$ cat config.mk
export PLATFORM = sky130hd
export DESIGN_NAME = uart_tx_buffered
export DESIGN_NICKNAME = d
export VERILOG_FILES = /design/src/rtl/uart_pkg.sv /design/src/rtl/uart_tx_fifo.sv /design/src/rtl/uart_tx_buffered.sv
export SDC_FILE = /design/constraint.sdc
export NUM_CORES = 1
export LEC_CHECK = 0
export BUFFER_PORTS_ARGS = -buffer_cell sky130_fd_sc_hd__clkbuf_2
export CORE_MARGIN = 1.5
export CORE_UTILIZATION = 45
export DETAILED_ROUTE_END_ITERATION = 10
export MAX_ROUTING_LAYER = met4
export PLACE_DENSITY_LB_ADDON = 0.08
export SLEW_MARGIN = 20
export SYNTH_ARGS = -nofsm -noshare
export SYNTH_HDL_FRONTEND = slang
export SYNTH_HIERARCHICAL = 1
export SYNTH_SLANG_ARGS = --single-unit
$ cat constraint.sdc
create_clock -name clk_i -period 1.8 [get_ports clk_i]
set_input_delay 0.36 -clock clk_i [delete_from_list [all_inputs] [get_ports clk_i]]
set_output_delay 0.36 -clock clk_i [all_outputs]
set_load 0.03 [all_outputs]
$ cat src/rtl/uart_pkg.sv
// Shared types and constants for the UART transmit path.
package uart_pkg;

  typedef enum logic [1:0] {
    IDLE,
    START,
    DATA,
    STOP
  } tx_state_e;

  localparam int DEFAULT_CLKS_PER_BIT = 280;
  localparam int DATA_BITS            = 8;

endpackage

$ cat src/rtl/uart_tx_fifo.sv
// First-word fall-through synchronous FIFO that buffers bytes ahead of the transmit engine.
module uart_tx_fifo #(
  parameter int WIDTH = 8,
  parameter int DEPTH = 4
) (
  input  logic             clk_i,
  input  logic             rst_ni,
  input  logic             push,
  input  logic             pop,
  input  logic [WIDTH-1:0] din,
  output logic [WIDTH-1:0] dout,
  output logic             full,
  output logic             empty
);

  localparam int AW = $clog2(DEPTH);
  localparam logic [AW:0] PTR_ONE = 1;

  logic [AW:0]      wr_ptr;
  logic [AW:0]      rd_ptr;
  logic [WIDTH-1:0] mem [DEPTH];

  // The extra pointer MSB tells full (lap ahead) apart from empty (same lap).
  assign empty = (wr_ptr == rd_ptr);
  assign full  = (wr_ptr[AW] != rd_ptr[AW]) && (wr_ptr[AW-1:0] == rd_ptr[AW-1:0]);
  assign dout  = mem[rd_ptr[AW-1:0]];

  always_ff @(posedge clk_i or negedge rst_ni) begin
    if (!rst_ni) begin
      wr_ptr <= '0;
      rd_ptr <= '0;
    end else begin
      if (push && !full) wr_ptr <= wr_ptr + PTR_ONE;
      if (pop && !empty) rd_ptr <= rd_ptr + PTR_ONE;
    end
  end

  always_ff @(posedge clk_i) begin
    if (push && !full) mem[wr_ptr[AW-1:0]] <= din;
  end

endmodule

$ cat src/rtl/uart_tx_buffered.sv
// Buffered 8N1 UART transmitter: valid/ready byte input, FIFO, LSB-first serial output.
module uart_tx_buffered
  import uart_pkg::*;
#(
  parameter int CLKS_PER_BIT = DEFAULT_CLKS_PER_BIT,
  parameter int FIFO_DEPTH   = 4
) (
  input  logic       clk_i,
  input  logic       rst_ni,
  input  logic [7:0] data_i,
  input  logic       valid_i,
  output logic       ready_o,
  output logic       tx_o,
  output logic       busy_o
);

  localparam int CW = $clog2(CLKS_PER_BIT);
  localparam logic [CW-1:0] BAUD_LAST = CW'(CLKS_PER_BIT - 1);
  localparam logic [CW-1:0] BAUD_ONE  = 1;
  localparam logic [2:0]    LAST_BIT  = 3'(DATA_BITS - 1);

  tx_state_e            state_q, state_d;
  logic [CW-1:0]        baud_q, baud_d;
  logic [2:0]           bit_q, bit_d;
  logic [DATA_BITS-1:0] shift_q, shift_d;
  logic                 tx_q, tx_d;
  logic                 bit_done;
  logic                 fifo_pop;
  logic                 fifo_full;
  logic                 fifo_empty;
  logic [DATA_BITS-1:0] fifo_dout;

  uart_tx_fifo #(
    .WIDTH(DATA_BITS),
    .DEPTH(FIFO_DEPTH)
  ) u_fifo (
    .clk_i (clk_i),
    .rst_ni(rst_ni),
    .push  (valid_i && ready_o),
    .pop   (fifo_pop),
    .din   (data_i),
    .dout  (fifo_dout),
    .full  (fifo_full),
    .empty (fifo_empty)
  );

  assign ready_o  = !fifo_full;
  assign busy_o   = (state_q != IDLE) || !fifo_empty;
  assign tx_o     = tx_q;
  assign bit_done = (baud_q == BAUD_LAST);

  always_ff @(posedge clk_i or negedge rst_ni) begin
    if (!rst_ni) begin
      state_q <= IDLE;
      baud_q  <= '0;
      bit_q   <= '0;
      shift_q <= '0;
      tx_q    <= 1'b1;
    end else begin
      state_q <= state_d;
      baud_q  <= baud_d;
      bit_q   <= bit_d;
      shift_q <= shift_d;
      tx_q    <= tx_d;
    end
  end

  // tx_d is the line level for the current state; registering it delays the line one cycle.
  always_comb begin
    state_d  = state_q;
    baud_d   = baud_q;
    bit_d    = bit_q;
    shift_d  = shift_q;
    fifo_pop = 1'b0;
    tx_d     = 1'b1;
    if (state_q != IDLE) baud_d = bit_done ? '0 : baud_q + BAUD_ONE;
    unique case (state_q)
      IDLE: begin
        baud_d = '0;
        if (!fifo_empty) begin
          fifo_pop = 1'b1;
          shift_d  = fifo_dout;
          state_d  = START;
        end
      end
      START: begin
        tx_d = 1'b0;
        if (bit_done) begin
          bit_d   = '0;
          state_d = DATA;
        end
      end
      DATA: begin
        tx_d = shift_q[0];
        if (bit_done) begin
          shift_d = shift_q >> 1;
          bit_d   = bit_q + 3'd1;
          if (bit_q == LAST_BIT) state_d = STOP;
        end
      end
      STOP: begin
        // Chaining straight into START keeps buffered frames gap-free.
        if (bit_done) begin
          if (!fifo_empty) begin
            fifo_pop = 1'b1;
            shift_d  = fifo_dout;
            state_d  = START;
          end else begin
            state_d = IDLE;
          end
        end
      end
      default: state_d = IDLE;
    endcase
  end

endmodule
==> results.yml <==
grt:
  antenna_found_initial: 0
  grt_pass1_wl_mm: 10.07
  track_usage_pct: 19.31
  first_global_vias: 2025
  overflow: 0
  grt_max_degree: 30
worst_setup_path:
  required_ns: 1.44
  cp-end-kind: "primary output"
  path_cells: "xor2_2 > nor3_2 > buf_4 > nand2_4 > buf_8"
  critical_path_class: "reg -> out"
  worstPathArrival_ns: 1.51
  r2r-start: "u_fifo/rd_ptr[2]$_DFFE_PN0P_"
  worstRegToRegCells: 8
  cp_num_buf_inv: 2
  cpPeakStageDelay_ns: 0.41
  reg2reg_to: "u_fifo/mem[3][6]$_DFFE_PP_"
  slowest_stage: "dfrtp_1"
  cp-start-kind: "flop"
  rrSetupSlack_ns: -0.05
  critical_path_peak_fanout: 2
  critPathTopFamily: "flip-flops"
placed_design:
  dp_hpwl_mm: 4.039
  dpl_cell_area_um2: 3430
  post-place-ws_ns: -0.1069
  place.gp.congestion: 0.8685
  placed_cells_incl_taps: 313
  io_buffers: 13
logic_synthesis:
  ys_seq_area_share_pct: 56.44
  synth_fp_nets: 221
  yosysUniqueCellTypes: 45
  synth-edff-count: 32
  yosysWarnings: 6
  yosys_register_bits: 61
  netlist_instances: 196
  ys_async_sr_fraction_pct: 47.54
  synth_area_um2: 2990
  avgSynthCellArea_um2: 15.26
  synth-main-ff-cell: "edfxtp_1"
layout:
  drive_above_1_share_pct: 49.62
  final_net_count: 280
  multi_input_area_um2: 1359
  antenna_cells: 0
  fill_cells: 507
  utilization_pct: 60.48
  areaGrowthSynthToFinish_pct: 29.16
  seqCellArea_um2: 1692
  fin_area_um2: 3862
  final_cell_mix: "32 x edfxtp_1, 31 x buf_4, 25 x dfrtp_1, 11 x ha_1, 11 x clkbuf_2"
  mostFrequentLayoutCell: "edfxtp_1"
  finalNonFillerCells: 337
run:
  cap_violations: 0
clock_tree:
  cts_tree: "yes"
  ctsHoldBuffers: 0
  clock_latency_ns: 0.34
  htreeDepth: 3
  clockBufferDepth: 2
  cts_root_buf: "clkbuf_8"
  path_clk_slew_ns: 0.08
  cts_buffers: 9
  cts_num_sinks: 61
power_and_ir_drop:
  p_switching_mw: 2.522
  pwr-share-seq_pct: 30.0
  power_mw: 7.156
  p_clk_share_pct: 17.4
  swShare_pct: 35.25
  p_leak_nw: 1.593
  p_comb_share_pct: 52.6
  powerDensity_nw_per_um2: 1853
  intPower_mw: 4.634
  irDropWorstVdd_mv: 1.032
floorplan:
  dieArea_um2: 7144
  initial_core_util_pct: 46.83
  die_h_um: 84.52
  io_pins: 14
  core_um2: 6386
  chipWidth_um: 84.52
  rows: 29
sta:
  rsz0062_at_grt: "yes"
  hold_viol_final: 0
  period_share_pct: 104.0
  setup_violations: 10
  fmax_mhz: 534.0
  slew_violations: 0
  relSlewSlack_pct: 50.74
  hold_slack_ns: 0.06838
  tightest_slew_ns: 0.7388
  min_period_ns: 1.873
  setup_ws_ns: -0.07281
  fin_skew_ns: 0.01250
  setup-tns-final_ns: -0.3623
drt:
  drtIter0Drc: 63
  postRouteAntennaNets: 0
  dr.pass1.iters: 4
  via_count: 1808
  wl_per_cell_um: 17.60
  drt_wl_total_mm: 5.930
  drc_errors: 0
  vias_per_cell: 5.365
status:
  status: "complete, but fails checks"
  violations: "setup timing"
worst_hold_path:
  hold_class: "in -> async"
## per-layer routing
| layer | part of all wire, % | vias up | global-route usage, % |
|---|---|---|---|
| met4 | 2.1 | 0 | 9.091 |
| met2 | 51 | 32 | 31.02 |
| met1 | 44 | 915 | 23.74 |
| met3 | 2.5 | 12 | 3.540 |
| li1 | - | 849 | - |
| met5 | 0 | - | - |
## Yosys cell counts, types with 2 or more instances
cell type   n  area [um^2]
clkbuf_1    2        7.510
mux2_4      7        105.1
a21o_1      2        15.01
xor2_1      8        70.07
xnor2_1     5        43.79
and3_1      4        25.02
o31ai_1     3        22.52
nand2_1     3        11.26
nor2b_1     3        18.77
mux4_1      8        210.2
nand2b_1    3        18.77
xor2_2      2        32.53
dfrtp_1    28        700.7
buf_6       2        22.52
nand3_1     4        20.02
nor3_1      2        10.01
ha_1       14        175.2
edfxtp_1   32        960.9
or2_2       2        12.51
nand4_1     2        12.51
inv_1      10        37.54
a21oi_1     7        35.03
nand4bb_4   2        55.05
mux2i_1     3        30.03
nor2_1     10        37.54
a211oi_2    2        25.02
mux2_2      7        78.83
a32o_1      2        20.02
## flip-flops by register name, summed over array words and instances (netlist names)
name           count
bit_q              3
u_fifo/mem        32
state_q            2
baud_q             9
shift_q            8
tx_o               1
u_fifo/wr_ptr      3
u_fifo/rd_ptr      3
## area by class of cell
type	count	area share [%]
Sequential cell	61	43.80
Multi-Input combinational cell	120	35.18
Timing Repair Buffer	53	12.12
Clock buffer	10	3.563
Tap cell	77	2.494
Clock inverter	6	1.814
Inverter	10	1.037
## how the worst max path moves through the flow
stage | end | cells past startpoint | slack, ns | start
after floorplan | state_q[1]$_DFFE_PN0P_ | 6 | -0.01 | u_fifo/rd_ptr[0]$_DFFE_PN0P_
after global placement | u_fifo/mem[3][6]$_DFFE_PP_ | 8 | -0.04 | u_fifo/rd_ptr[0]$_DFFE_PN0P_
after detailed placement | shift_q[2]$_DFFE_PN0P_ | 6 | -0.11 | state_q[0]$_DFFE_PN0P_
after CTS | busy_o | 5 | -0.14 | u_fifo/rd_ptr[0]$_DFFE_PN0P_
after global routing | u_fifo/mem[3][6]$_DFFE_PP_ | 8 | -0.14 | u_fifo/rd_ptr[2]$_DFFE_PN0P_
final | busy_o | 5 | -0.07 | u_fifo/rd_ptr[2]$_DFFE_PN0P_
## cells by family (layout without fill, tap and decap cells)
logic type                 Yosys count  in the layout  share of synthesized area (%)
xor gates and xnor gates            16             16                          5.439
and+or+nand+nor                     41             41                          9.122
muxes                               25             25                          14.18
DFF                                 61             61                          56.44
adders and majority gates           14             14                          5.858
AOI/OAI and AO/OA                   24             24                          6.527
buffers and inverters               15             79                          2.427
## timing repair
| action | CTS | global route |
|---|---|---|
| setup buffers | 5 | 3 |
| endpoints found under the setup margin | 19 | 24 |
| pin swaps | 5 | 6 |
| cloned | 0 | 1 |
| gates resized for setup | 20 | 25 |
## power by group through the flow
stage / clock [mW] / sequential, mW / combinational, mW
floorplan: 0 / 2.16 / 2.04
finish: 1.24 / 2.15 / 3.77
global placement: 0 / 2.14 / 3.04
CTS: 1.28 / 2.14 / 3.51
detailed placement: 0 / 2.16 / 3.16
global route: 1.35 / 2.19 / 4.09
Note: power is estimated with default switching activity, not from simulation.
